<file path="config.mk">
export PLATFORM = sky130hd
export DESIGN_NAME = gr_load_ctrl
export DESIGN_NICKNAME = d
export VERILOG_FILES = /design/src/rtl/gr_load_ctrl_pkg.sv /design/src/rtl/gr_op_decode.sv /design/src/rtl/gr_load_ctrl.sv
export SDC_FILE = /design/constraint.sdc
export NUM_CORES = 1
export LEC_CHECK = 0
export CAP_MARGIN = 20
export CORE_ASPECT_RATIO = 0.6
export CORE_MARGIN = 4
export CORE_UTILIZATION = 49
export DETAILED_ROUTE_END_ITERATION = 16
export GPL_TIMING_DRIVEN = 0
export HOLD_SLACK_MARGIN = 0.02
export MAX_ROUTING_LAYER = met4
export PLACE_DENSITY = 0.86
export SLEW_MARGIN = 20
export SYNTH_ARGS = -nofsm -noshare
export SYNTH_HDL_FRONTEND = slang
export SYNTH_SLANG_ARGS = --single-unit
</file>
<file path="constraint.sdc">
create_clock -name clk -period 3.9 [get_ports clk]
set_input_delay 0.78 -clock clk [delete_from_list [all_inputs] [get_ports clk]]
set_output_delay 0.78 -clock clk [all_outputs]
set_load 0.05 [all_outputs]
</file>
<file path="src/rtl/gr_load_ctrl_pkg.sv">
// Shared opcode, state and decode definitions for the GR load sequencer.
package gr_load_ctrl_pkg;

    // Opcodes carried in instruction word bits [7:4]
    localparam logic [3:0] OP_NOP  = 4'h0;
    localparam logic [3:0] OP_LDL  = 4'h1;
    localparam logic [3:0] OP_LDH  = 4'h2;
    localparam logic [3:0] OP_LDB  = 4'h3;
    localparam logic [3:0] OP_HALT = 4'hF;

    // Sequencer state encodings
    localparam logic [2:0] S_IDLE     = 3'd0;
    localparam logic [2:0] S_FETCH    = 3'd1;
    localparam logic [2:0] S_FETCH_OP = 3'd2;
    localparam logic [2:0] S_EXEC     = 3'd3;
    localparam logic [2:0] S_HALT     = 3'd4;

    // Helper: true for the states that drive a fetch request
    function automatic logic is_fetch_state(input logic [2:0] st);
        return (st == S_FETCH) || (st == S_FETCH_OP);
    endfunction

endpackage

</file>
<file path="src/rtl/gr_op_decode.sv">
// Combinational opcode decoder: one-hot class flags for a 4-bit opcode.
module gr_op_decode
    import gr_load_ctrl_pkg::*;
(
    input  logic [3:0] opcode_i,
    output logic       is_ldl_o,
    output logic       is_ldh_o,
    output logic       is_ldb_o,
    output logic       is_halt_o,
    output logic       is_illegal_o
);

    // Classify the opcode; anything undefined is flagged illegal
    always_comb begin
        is_ldl_o     = 1'b0;
        is_ldh_o     = 1'b0;
        is_ldb_o     = 1'b0;
        is_halt_o    = 1'b0;
        is_illegal_o = 1'b0;
        case (opcode_i)
            OP_NOP:  ;
            OP_LDL:  is_ldl_o  = 1'b1;
            OP_LDH:  is_ldh_o  = 1'b1;
            OP_LDB:  is_ldb_o  = 1'b1;
            OP_HALT: is_halt_o = 1'b1;
            default: is_illegal_o = 1'b1;
        endcase
    end

endmodule

</file>
<file path="src/rtl/gr_load_ctrl.sv">
// Fetch/decode/execute sequencer feeding the general register block.
// All outputs are registered; load strobes are high only in the EXEC cycle.
module gr_load_ctrl
    import gr_load_ctrl_pkg::*;
#(
    parameter int               PC_W     = 8,
    parameter logic [PC_W-1:0]  RESET_PC = '0
) (
    input  logic            clk,
    input  logic            reset,
    input  logic            start,
    output logic            instr_req,
    output logic [PC_W-1:0] pc,
    input  logic            instr_valid,
    input  logic [7:0]      instr_data,
    output logic [7:0]      data_on_gr,
    output logic            load_lsb_gr,
    output logic            load_msb_gr,
    output logic            halted,
    output logic            illegal_op
);

    logic [2:0]      state_q, state_d;
    logic [PC_W-1:0] pc_q, pc_d;
    logic [7:0]      data_q, data_d;
    logic            lsb_q, lsb_d;
    logic            msb_q, msb_d;
    logic            req_q, req_d;
    logic            halt_q, halt_d;
    logic            ill_q, ill_d;

    logic is_ldl, is_ldh, is_ldb, is_halt, is_illegal;
    logic accept;

    gr_op_decode u_dec (
        .opcode_i     (instr_data[7:4]),
        .is_ldl_o     (is_ldl),
        .is_ldh_o     (is_ldh),
        .is_ldb_o     (is_ldb),
        .is_halt_o    (is_halt),
        .is_illegal_o (is_illegal)
    );

    // A word is taken only while our own registered request is up,
    // so stray or late valids (e.g. after a reset) are ignored.
    assign accept = req_q & instr_valid;

    // Next-state, pc and output-register logic
    always_comb begin
        state_d = state_q;
        pc_d    = pc_q;
        data_d  = data_q;
        lsb_d   = 1'b0;
        msb_d   = 1'b0;
        ill_d   = ill_q;
        case (state_q)
            S_IDLE: begin
                if (start) state_d = S_FETCH;
            end
            S_FETCH: begin
                if (accept) begin
                    pc_d = pc_q + {{(PC_W-1){1'b0}}, 1'b1};
                    if (is_ldb) begin
                        state_d = S_FETCH_OP;
                    end else if (is_halt) begin
                        state_d = S_HALT;
                    end else begin
                        state_d = S_EXEC;
                        if (is_illegal) ill_d = 1'b1;
                        if (is_ldl) begin
                            data_d = {4'h0, instr_data[3:0]};
                            lsb_d  = 1'b1;
                        end
                        if (is_ldh) begin
                            data_d = {4'h0, instr_data[3:0]};
                            msb_d  = 1'b1;
                        end
                    end
                end
            end
            S_FETCH_OP: begin
                if (accept) begin
                    pc_d    = pc_q + {{(PC_W-1){1'b0}}, 1'b1};
                    data_d  = instr_data;
                    lsb_d   = 1'b1;
                    msb_d   = 1'b1;
                    state_d = S_EXEC;
                end
            end
            S_EXEC:  state_d = S_FETCH;
            S_HALT:  state_d = S_HALT;
            default: state_d = S_IDLE;
        endcase
        req_d  = is_fetch_state(state_d);
        halt_d = (state_d == S_HALT);
    end

    // State and output registers with synchronous active-low reset
    always_ff @(posedge clk) begin
        if (!reset) begin
            state_q <= S_IDLE;
            pc_q    <= RESET_PC;
            data_q  <= 8'h00;
            lsb_q   <= 1'b0;
            msb_q   <= 1'b0;
            req_q   <= 1'b0;
            halt_q  <= 1'b0;
            ill_q   <= 1'b0;
        end else begin
            state_q <= state_d;
            pc_q    <= pc_d;
            data_q  <= data_d;
            lsb_q   <= lsb_d;
            msb_q   <= msb_d;
            req_q   <= req_d;
            halt_q  <= halt_d;
            ill_q   <= ill_d;
        end
    end

    assign instr_req   = req_q;
    assign pc          = pc_q;
    assign data_on_gr  = data_q;
    assign load_lsb_gr = lsb_q;
    assign load_msb_gr = msb_q;
    assign halted      = halt_q;
    assign illegal_op  = ill_q;

endmodule
</file>
# ---- Word level (Yosys, flattened, before mapping)
# Index checks and enable logic that the tools add are counted.
dict set report word_totals {
  ff_bits 24
  in_bits 12
  out_inout_bits 21
  word_cells 66
}
dict set report classes {
  n_addsub 1
  eq_ne 16
  n_mux 28
  bitwise_logic 4
  reduce_logical 9
}
# operator count
set op_table {}
lappend op_table {{$mux W8} 6}
lappend op_table {{$pmux W8 S2} 1}
lappend op_table {{$mux W3} 5}
lappend op_table {{$pmux W3 S5} 1}
lappend op_table {{$mux W1} 13}
lappend op_table {{$eq A3 B2 Y1 const B} 3}
lappend op_table {{$add A8 B1 Y8 const B} 1}
lappend op_table {{$eq A4 B2 Y1 const B} 2}
lappend op_table {{$ne A2 B2 Y1 const B} 4}
lappend op_table {{$eq A3 B1 Y1 const B} 2}
lappend op_table {{$eq A3 B3 Y1 const B} 2}
lappend op_table {{$reduce_and A6 Y1} 1}
lappend op_table {{$reduce_and A5 Y1} 1}
lappend op_table {{$reduce_or A5 Y1} 1}
lappend op_table {{$eq A4 B1 Y1 const B} 1}
lappend op_table {{$eq A4 B4 Y1 const B} 1}
lappend op_table {{$logic_not A4 Y1} 1}
lappend op_table {{$pmux W1 S2} 2}
lappend op_table {{$logic_not A3 Y1} 1}
lappend op_table {{$ne A3 B3 Y1 const B} 1}
lappend op_table {{$not A1 Y1} 3}
lappend op_table {{$reduce_and A2 Y1} 1}
lappend op_table {{$reduce_bool A2 Y1} 1}
lappend op_table {{$reduce_or A2 Y1} 1}
lappend op_table {{other kinds (2)} 2}

# ---- Logic depth before layout (Yosys ltp)
# Gate-level depths: netlist of the first run.
dict set report logic_depth {
  depth_word 8
  mapped_depth 6
  mapped_depth_nobuf 5
}

# ---- Hierarchy
# From an unflattened synthesis of the first run, not the netlist that was laid out.
dict set report unflattened {
  hier_cells 130
  area_unflattened_um2 1169.9
}
# module instances cells_each area_each_um2 seq_area_each_um2
set modules_own_cells {}
lappend modules_own_cells {gr_load_ctrl 1 124 1126.1 480.5}
lappend modules_own_cells {gr_op_decode 1 6 43.8 0.0}

# ---- Worst setup path after synthesis of the first run
# OpenSTA, ideal clock, no wires.
dict set report synth_timing {
  path_kind {in2reg}
  from {input instr_valid}
  to {register pc_q[6], in the netlist pc[6]}
  setup_time_ns 0.071
  arrival_time_ns 1.826
  required_time_ns 3.829
  setup_slack_ns 2.003
  cell_stages 4
  n_path_buf 0
  cell_sequence {nand3b_1 or3_4 or3_1 a21oi_1}
}
dict set report synth_via {
  elab_chain_cells 2
}
# element line
set synth_lines {}
lappend synth_lines {{start: declaration} gr_load_ctrl.sv:14} ;# input logic instr_valid,
lappend synth_lines {{$and A1 B1 Y1} gr_load_ctrl.sv:46} ;# assign accept = req_q & instr_valid;
lappend synth_lines {{$reduce_and A2 Y1 (no source line)} n/a}
lappend synth_lines {{end signal: assignment} gr_load_ctrl.sv:111} ;# pc_q <= pc_d;
lappend synth_lines {{end: declaration} gr_load_ctrl.sv:24} ;# logic [PC_W-1:0] pc_q, pc_d;
# Every way passes these cells.
# A chain may end at the register's enable or synchronous reset.

# ---- Final worst setup path of the first run
dict set report layout_timing {
  from {input instr_data[5]}
  to {register data_q[7], in the netlist data_on_gr[7]}
}
dict set report layout_via {
  elab_chain_cells 7
  word_cells_on_any_way 17
  classes_between {7 x eq/ne; 9 x mux; 1 x reduce/logical}
}
# element line
set layout_lines {}
lappend layout_lines {{start: declaration} gr_load_ctrl.sv:15} ;# input logic [7:0] instr_data,
lappend layout_lines {{$eq A4 B2 Y1} gr_op_decode.sv:20} ;# case (opcode_i)
lappend layout_lines {{$mux W1} gr_op_decode.sv:20}
lappend layout_lines {{$mux W8} gr_load_ctrl.sv:74} ;# if (is_ldh) begin
lappend layout_lines {{$mux W8} gr_load_ctrl.sv:65} ;# end else if (is_halt) begin
lappend layout_lines {{$mux W8} gr_load_ctrl.sv:63} ;# if (is_ldb) begin
lappend layout_lines {{$mux W8} gr_load_ctrl.sv:61} ;# if (accept) begin
lappend layout_lines {{$pmux W8 S2} gr_load_ctrl.sv:56} ;# case (state_q)
lappend layout_lines {{end signal: assignment} gr_load_ctrl.sv:112} ;# data_q <= data_d;
lappend layout_lines {{end: declaration} gr_load_ctrl.sv:25} ;# logic [7:0] data_q, data_d;
# Several ways; a longest one is shown, not always the timed one. The select of a mux whose other input is x is not followed.

==> results.yml, run 1 <==
run_status:
  status: "finished clean"
pwr:
  swShare: 0.2493
  powerDensity_nw_per_um2: 326.0
  leakage_uw: 0.0005121
  p_seq_frac: 0.522
  peakVddDrop_v: 0.0003763
  p_comb_frac: 0.131
  clkPwrFrac: 0.347
  p_int_uw: 365.0
  p_sw_uw: 121.2
clock_tree:
  clk_pin_slew_ns: 0.08
  cts_tree: "built"
  postCtsSetupBuffers: 0
  clock_latency_ns: 0.27
  hold_buffers: 0
  htreeDepth: 1
  cts_resized: 0
  cts_buffers: 3
  cts_sinks: 24
  root_buffer: "clkbuf_8"
  cts_buffer_depth: 2
synthesis:
  synth.yosys.seq_area_share: 0.4444
  yosysTopAreaCell: "dfxtp_1"
  async_reset_ff_frac: 0
  yosysMostFrequentCell: "dfxtp_1"
  syn_area_um2: 1081
  ys_ff_latch: 24
  synthXorXnorAreaFrac: 0.07176
  synth_fp_nets: 136
  synth_top_area_frac: 0.4444
  synth_compound_area_frac: 0.1678
  yosys-top-cells-area: "dfxtp_1, a21oi_1, o21ai_0"
  synthSimpleGateAreaFrac: 0.2778
  synth_cells: 123
  synth_edf_count: 0
  synth_common_cells: "dfxtp_1, a21oi_1, o21ai_0"
  synth_mux_area_frac: 0
  ys.flop_type: "dfxtp_1"
  synth.distinct_cells: 37
  synth_top_family_by_area: "simple AND/OR/NAND/NOR gates"
  avgSynthCellArea_um2: 8.789
  synthAdderAreaFrac: 0.01157
  yosys_warnings: 0
place:
  post-place-ws_ns: 1.274
  place_congestion: 0.8172
  placed_area_um2: 1436
  port_buffers: 32
  dp.cells: 183
  hpwl_mm: 2.068
routing:
  route.detailed.drc: 0
  routed_wl_mm: 2.759
  drt-pass1-iter-count: 5
  viasPerCell: 5.711
  wire_per_inst_um: 14.75
  drtAntennaViolNets: 0
  vias: 1068
  drt_iter0_drc: 130
final_layout:
  fin_cells: 187
  drive_gt1_frac: 0.06289
  diodes: 0
  final_cell_area_um2: 1491
  area.growth.synth_to_final_pct: 37.96
  finish.net_count: 173
global_route:
  grt.overflow.total: 0
  gr-usage-all-layers: 0.2056
  first_global_vias: 963
  grt_pass1_wl_mm: 4.602
  grt_max_degree: 14
  antenna_found_initial: 0
timing:
  max_freq_mhz: 411.8
  finalCritPeriodShare: 0.6227
  timing.final.ws_setup_ns: 1.471
  fin_crit_ns: 2.429
  slew_headroom: 0.4671
  rsz0062_at_grt: "false"
  tightest_slew_ns: 0.7946
  finalHoldViolations: 0
  skew_ns: 0.003014
  setup-tns-final_ns: 0
  maxSlewViolCount: 0
  holdWs_ns: 0.4756
  setup_viol: 0
worst_hold_path:
  min_path_type: "reg -> reg"
critical_path:
  worstPathRequired_ns: 4.10
  worst-path-max-fanout: 8
  critical_path_class: "in -> reg"
  cp.arrival_ns: 2.63
  crit_path_start_kind: "primary input"
  cp-end-kind: "flop"
floorplanning:
  die_area_um2: 3047
  chipWidth_um: 68.64
  rows: 12
  core_um2: 1967
  start_util: 0.5496
  io_pins: 33
  die_h_um: 44.39
run:
  maxCapViolations: 0
==> path summary, 6_finish.rpt <==
kind / start / end / slack [ns] / cells after the start
max: instr_data[5] / data_on_gr[7] / 1.47 / 5
min: data_on_gr[3] / data_on_gr[3] / 0.48 / 2
max reg2reg: state_q[0] / data_on_gr[7] / 1.97 / 4
min reg2reg: data_on_gr[3] / data_on_gr[3] / 0.48 / 2
==> registers in the layout, indices dropped and copies added (netlist names) <==
name and flops:
data_on_gr 8, pc 8, state_q 3, halted 1, illegal_op 1, instr_req 1
load_lsb_gr 1, load_msb_gr 1
==> final cells by class <==
type	instances	area [um2]
clock buffers	4	55.05
multi-input cells	92	571.8
inverters	2	7.507
flip-flops and latches	24	480.5
plain buffers	5	21.27
well taps	28	35.03
fillers	138	475.5
repair buffers	32	320.3
==> layout by cell type, fill, tap and decap left out, drive strengths merged, types with 2 or more instances in the layout <==
cell / synthesis / routed
a21oi: 13 / 13
and3: 2 / 2
and4b: 3 / 3
buf: 2 / 2
clkbuf: 3 / 7
clkdlybuf4s50: 0 / 32
dfxtp: 24 / 24
inv: 2 / 2
nand2: 6 / 6
nand3: 5 / 5
nand4: 5 / 5
nor2: 11 / 11
nor3: 3 / 3
nor4: 2 / 2
nor4b: 2 / 2
o21a: 2 / 2
o21ai: 12 / 12
or3: 3 / 3
xnor2: 6 / 6
xor2: 2 / 2
==> logic make-up (layout without fill, tap and decap cells) <==
group	after synthesis	in the layout
xor+xnor	8	8
simple gates	51	51
compound gates	32	32
buf+inv	7	43
flops	24	24
fa+ha+maj	1	1
==> power groups by stage <==
stage,logic (uW),clock network (uW),registers [uW]
2_1_floorplan,26.2,0,269
3_3_place_gp,61.4,0,259
3_5_place_dp,62.7,0,260
4_1_cts,63.1,172,254
5_1_grt,68.6,184,255
6_report,63.7,169,254
==> stage by stage <==
| stage | total power [uW] | util |
|---|---|---|
| final | 486.2 | 0.7583 |
| after global routing | 507.3 | 0.7583 |
| after global placement | 320.4 | 0.7303 |
| after floorplan | 294.8 | - |
| after detailed placement | 322.4 | 0.7303 |
| after CTS | 488.6 | 0.7583 |
==> layer usage <==
layer	up-vias	GRT usage	routed length (um)
met1	495	0.2738	1247
li1	525	-	-
met5	-	-	0
met4	0	0.02372	11
met3	2	0.07614	254
met2	46	0.3055	1245
==> worst max-delay path, cell delays in order <==
cell	delay, ns
clkdlybuf4s50_1	0.51
xor2_1	0.23
a211oi_1	0.70
o21ai_0	0.23
a21oi_1	0.18
Note: power is estimated with default switching activity, not from simulation.
==> run 2, diff against run 1 <==
--- a/config.mk
+++ b/config.mk
@@ -8,12 +8,12 @@
 export CAP_MARGIN = 20
 export CORE_ASPECT_RATIO = 0.6
 export CORE_MARGIN = 4
-export CORE_UTILIZATION = 49
+export CORE_UTILIZATION = 41
 export DETAILED_ROUTE_END_ITERATION = 16
 export GPL_TIMING_DRIVEN = 0
 export HOLD_SLACK_MARGIN = 0.02
 export MAX_ROUTING_LAYER = met4
-export PLACE_DENSITY = 0.86
+export PLACE_DENSITY = 0.77
 export SLEW_MARGIN = 20
 export SYNTH_ARGS = -nofsm -noshare
 export SYNTH_HDL_FRONTEND = slang
==> constraint.sdc (replaced) <==
create_clock -name clk -period 2.2 [get_ports clk]
set_input_delay 0.44 -clock clk [delete_from_list [all_inputs] [get_ports clk]]
set_output_delay 0.44 -clock clk [all_outputs]
set_load 0.05 [all_outputs]
==> run 2 against run 1 <==
Via count rose by 0.28%; flip-flop and latch count did not move; setup slack got worse by 1.3 ns; global-route usage fell by 2.8 points; final cell count rose by 2.1%; sequential power rose by 77%; first-iteration DRC count fell by 65%; critical path type is now reg -> out; largest cell class unchanged; largest power group unchanged.
==> results.yml, run 2 (synthesis gave the netlist of run 1 again) <==
floorplanning:
  die_h_um: 47.78
  die_area_um2: 3549
  io_pins: 33
  rows: 14
  core_um2: 2505
  chipWidth_um: 74.29
  start_util: 0.4316
clock_tree:
  root_buffer: "clkbuf_8"
  cts_tree: "built"
  clock_latency_ns: 0.27
  postCtsSetupBuffers: 0
  htreeDepth: 1
  clk_pin_slew_ns: 0.09
  cts_buffers: 3
  cts_buffer_depth: 2
  cts_sinks: 24
pwr:
  peakVddDrop_v: 0.0004145
  leakage_uw: 0.0005204
  powerDensity_nw_per_um2: 631.8
  power_uw: 958.9
final_layout:
  layout_commonest_cell: "clkdlybuf4s50_1"
  finish.net_count: 173
  final_cell_area_um2: 1518
  fillers: 228
  area.growth.synth_to_final_pct: 40.39
  ff_latch_area_um2: 480.5
  drive_gt1_frac: 0.06918
  diodes: 0
  layout_common_cells: "clkdlybuf4s50_1, dfxtp_1, a21oi_1, o21ai_0, nor2_1"
  multi_input_area_um2: 576.8
  fin_cells: 191
  utilization: 0.6059
timing:
  slew_headroom: 0.6560
  finalCritPeriodShare: 0.9043
  rsz0062_at_grt: "false"
  max_freq_mhz: 502.7
  tightest_slew_ns: 0.5144
  fin_crit_ns: 1.989
  skew_ns: 0.002933
  finalHoldViolations: 0
  setup_viol: 0
  maxSlewViolCount: 0
place:
  placed_area_um2: 1441
  place_congestion: 0.8265
  hpwl_mm: 2.081
  dp.cells: 187
  port_buffers: 32
routing:
  drtAntennaViolNets: 0
  drt-pass1-iter-count: 4
  viasPerCell: 5.607
  routed_wl_mm: 2.789
  wire_per_inst_um: 14.60
  vias: 1071
  drt_iter0_drc: 45
  route.detailed.drc: 0
critical_path:
  reg2reg_from: "state_q[2]"
  cp-end-kind: "primary output"
  critPathTopFamily: "buffers and inverters"
  worstPathRequired_ns: 1.76
  worst-path-max-fanout: 5
  crit_path_start_kind: "flop"
  reg2regPathDepth: 5
  cp.arrival_ns: 1.55
  r2r_setup_slack_ns: 0.40
  cpPeakStageDelay_ns: 0.84
  worstReg2RegEnd: "pc[6]"
  worstPathCellList: "clkdlybuf4s50_1"
  slowest_stage: "clkdlybuf4s50_1"
  crit_buf_inv: 1
  critical_path_class: "reg -> out"
global_route:
  grt_max_degree: 15
  first_global_vias: 1007
  antenna_found_initial: 0
  grt.overflow.total: 0
  gr-usage-all-layers: 0.1780
  grt_pass1_wl_mm: 4.505
worst_hold_path:
  hold_start: "data_on_gr[0]"
  min_path_type: "reg -> reg"
  hold_depth: 2
  hold_path_end: "data_on_gr[0]"
run:
  maxCapViolations: 0
run_status:
  status: "finished clean"
==> run 2: cell count changes in the layout (fill, tap and decap cells not counted) <==
cell	change
a211oi_1	-1
a211oi_2	+1
bufinv_16	+1
clkbuf_8	-1
==> run 2: repair_timing <==
action                     in CTS  in global routing
hold buffers                    0                  0
setup endpoints to repair       0                  1
gates resized for setup         0                  1
==> run 2: layout make-up <==
type                    instances  share of cell area
repair buffers                 32              0.2110
well taps                      32             0.02638
inverters                       2            0.004946
multi-input cells              92              0.3800
plain buffers                   5             0.01401
flip-flops and latches         24              0.3166
clock inverters                 1             0.01979
clock buffers                   3             0.02721
==> run 2: routing by layer <==
layer,share of wire,routed length (um),global-route usage
met1,0.47,1305,0.2246
met4,0.0061,17,0.04965
met2,0.46,1272,0.2782
met5,0,0,-
met3,0.069,193,0.05660
==> run 2: metrics by stage <==
stage	TNS, ns	hold slack (ns)	worst slack [ns]
6_report	0	0.4878	0.2106
5_1_grt	0	0.5095	0.1487
4_1_cts	0	0.4827	0.1676
3_5_place_dp	-0.8416	0.4698	-0.1261
2_1_floorplan	0	0.5426	0.3084
3_3_place_gp	-0.03130	0.4560	-0.01439
==> run 2: worst max path at each step <==
stage                        from             to  slack, ns  cells past startpoint
floorplan               instr_req          pc[6]       0.31                      4
global placement    instr_data[5]  data_on_gr[2]      -0.01                      5
detailed placement  instr_data[5]  data_on_gr[2]      -0.13                      5
CTS                 instr_data[5]  data_on_gr[1]       0.17                      5
global route          instr_valid          pc[6]       0.15                      5
finish                      pc[0]          pc[0]       0.21                      1
==> run 2: power breakdown <==
part	internal [uW]	total, uW	switching [uW]	leakage (uW)
Clock	244	394	150	0.0000357
Combinational	46.5	115	68.9	0.000291
Sequential	441	450	8.42	0.000194
Total	731	959	228	0.000520
==> run 3, diff against run 2 <==
--- a/config.mk
+++ b/config.mk
@@ -14,6 +14,7 @@
 export HOLD_SLACK_MARGIN = 0.02
 export MAX_ROUTING_LAYER = met4
 export PLACE_DENSITY = 0.77
+export RECOVER_POWER = 25
 export SLEW_MARGIN = 20
 export SYNTH_ARGS = -nofsm -noshare
 export SYNTH_HDL_FRONTEND = slang
==> run 3 against run 2 <==
Cell area did not move; first-iteration DRC count shrank 2.2%; worst hold slack about the same; sequential share of layout area is the same; setup slack worse by 0.066 ns; global-route usage did not move; die area unchanged; wire length increased by 0.18%; flip-flop and latch count did not move; sequential power about the same; via count down 0.37%; fmax shrank 3.2%; critical path type is now in -> reg; largest power group unchanged.
==> results.yml, run 3 (synthesis gave the netlist of run 1 again) <==
run_status:
  status: "finished clean"
pwr:
  peakVddDrop_v: 0.0004138
  leakage_uw: 0.0005212
  powerDensity_nw_per_um2: 630.7
  power_uw: 957.2
final_layout:
  layout_common_cells: "clkdlybuf4s50_1, dfxtp_1, a21oi_1, o21ai_0, nor2_1"
  final_cell_area_um2: 1518
  utilization: 0.6059
  drive_gt1_frac: 0.06918
  layout_commonest_cell: "clkdlybuf4s50_1"
  finish.net_count: 173
  diodes: 0
  area.growth.synth_to_final_pct: 40.39
timing:
  finalCritPeriodShare: 0.9341
  slew_headroom: 0.6560
  max_freq_mhz: 486.6
  maxSlewViolCount: 0
  rsz0062_at_grt: "false"
  setup_viol: 0
  fin_crit_ns: 2.055
  finalHoldViolations: 0
  setup-tns-final_ns: 0
  tightest_slew_ns: 0.5143
  skew_ns: 0.002668
routing:
  drt-pass1-iter-count: 4
  viasPerCell: 5.586
  drtAntennaViolNets: 0
  wire_per_inst_um: 14.63
  drt_iter0_drc: 44
  route.detailed.drc: 0
  vias: 1067
  routed_wl_mm: 2.794
critical_path:
  cpPeakStageDelay_ns: 0.61
  critical_path_class: "in -> reg"
  worstPathCellList: "dlygate4sd3_1, nand3b_1, or3_4, or3_1, a21oi_1"
  cp-end-kind: "flop"
  crit_path_start_kind: "primary input"
  worst-path-max-fanout: 7
  cp.arrival_ns: 2.26
  slowest_stage: "dlygate4sd3_1"
  worstPathRequired_ns: 2.40
  reg2regPathDepth: 5
worst_hold_path:
  min_path_type: "reg -> reg"
  hold_depth: 2
clock_tree:
  clock_latency_ns: 0.27
  cts_buffers: 3
  root_buffer: "clkbuf_8"
  clk_pin_slew_ns: 0.09
  cts_buffer_depth: 2
  postCtsSetupBuffers: 0
  cts_sinks: 24
  cts_tree: "built"
  htreeDepth: 1
global_route:
  grt_pass1_wl_mm: 4.505
  grt.overflow.total: 0
  gr-usage-all-layers: 0.1780
  antenna_found_initial: 0
  grt_max_degree: 15
  first_global_vias: 1007
floorplanning:
  chipWidth_um: 74.29
  start_util: 0.4316
  io_pins: 33
  die_area_um2: 3549
  rows: 14
  core_um2: 2505
  die_h_um: 47.78
place:
  place_congestion: 0.8265
  hpwl_mm: 2.081
  port_buffers: 32
  placed_area_um2: 1441
run:
  maxCapViolations: 0
-- run 3: cell count changes in the layout (fill, tap and decap cells not counted) --
cell / before / now
clkdlybuf4s50_1: 32 / 29
dlygate4sd3_1: 0 / 3
-- run 3: path summary, 6_finish.rpt --
path                   endpoint  slack, ns     startpoint
setup / recovery          pc[6]       0.14    instr_valid
hold / removal    data_on_gr[0]       0.49  data_on_gr[0]
setup reg to reg          pc[6]       0.40     state_q[2]
hold reg to reg   data_on_gr[0]       0.49  data_on_gr[0]
-- run 3: area by class of cell --
type                    instances  area (um2)
fillers                       228       987.2
multi-input cells              92       576.8
flip-flops and latches         24       480.5
repair buffers                 32       320.3
clock buffers                   3       41.29
well taps                      32       40.04
clock inverters                 1       30.03
plain buffers                   5       21.27
inverters                       2       7.507
-- run 3: power breakdown --
| group | internal [uW] | total (uW) | switching (uW) |
|---|---|---|---|
| registers | 441 | 450 | 8.39 |
| logic | 45.4 | 114 | 69.0 |
| clock network | 244 | 393 | 150 |
| total | 730 | 957 | 227 |
-- run 3: worst max-delay path: cells and delay by family --
| kind | cells | cell delay (ns) |
|---|---|---|
| compound gates | 1 | 0.15 |
| simple gates | 3 | 1.05 |
| buf+inv | 1 | 0.61 |
-- run 3: per-stage QoR --
step,worst slack [ns],cells,hold slack (ns)
floorplan,0.3084,123,0.5426
global route,0.07585,191,0.5095
global placement,-0.01439,187,0.4560
CTS,0.1676,191,0.4827
finish,0.1449,191,0.4879
detailed placement,-0.1261,187,0.4698
-- run 3: per-layer routing --
| layer | part of all wire | GRT usage | vias to the layer above |
|---|---|---|---|
| li1 | - | - | 523 |
| met1 | 0.46 | 0.2246 | 505 |
| met2 | 0.46 | 0.2782 | 34 |
| met3 | 0.074 | 0.05660 | 5 |
| met4 | 0.0061 | 0.04965 | 0 |
| met5 | 0 | - | - |
-- run 3: timing repair --
action / in CTS / in global routing
hold endpoints to repair: 0 / 0
resized for setup: 0 / 1
hold buffers: 0 / 0
endpoints found under the setup margin: 0 / 1
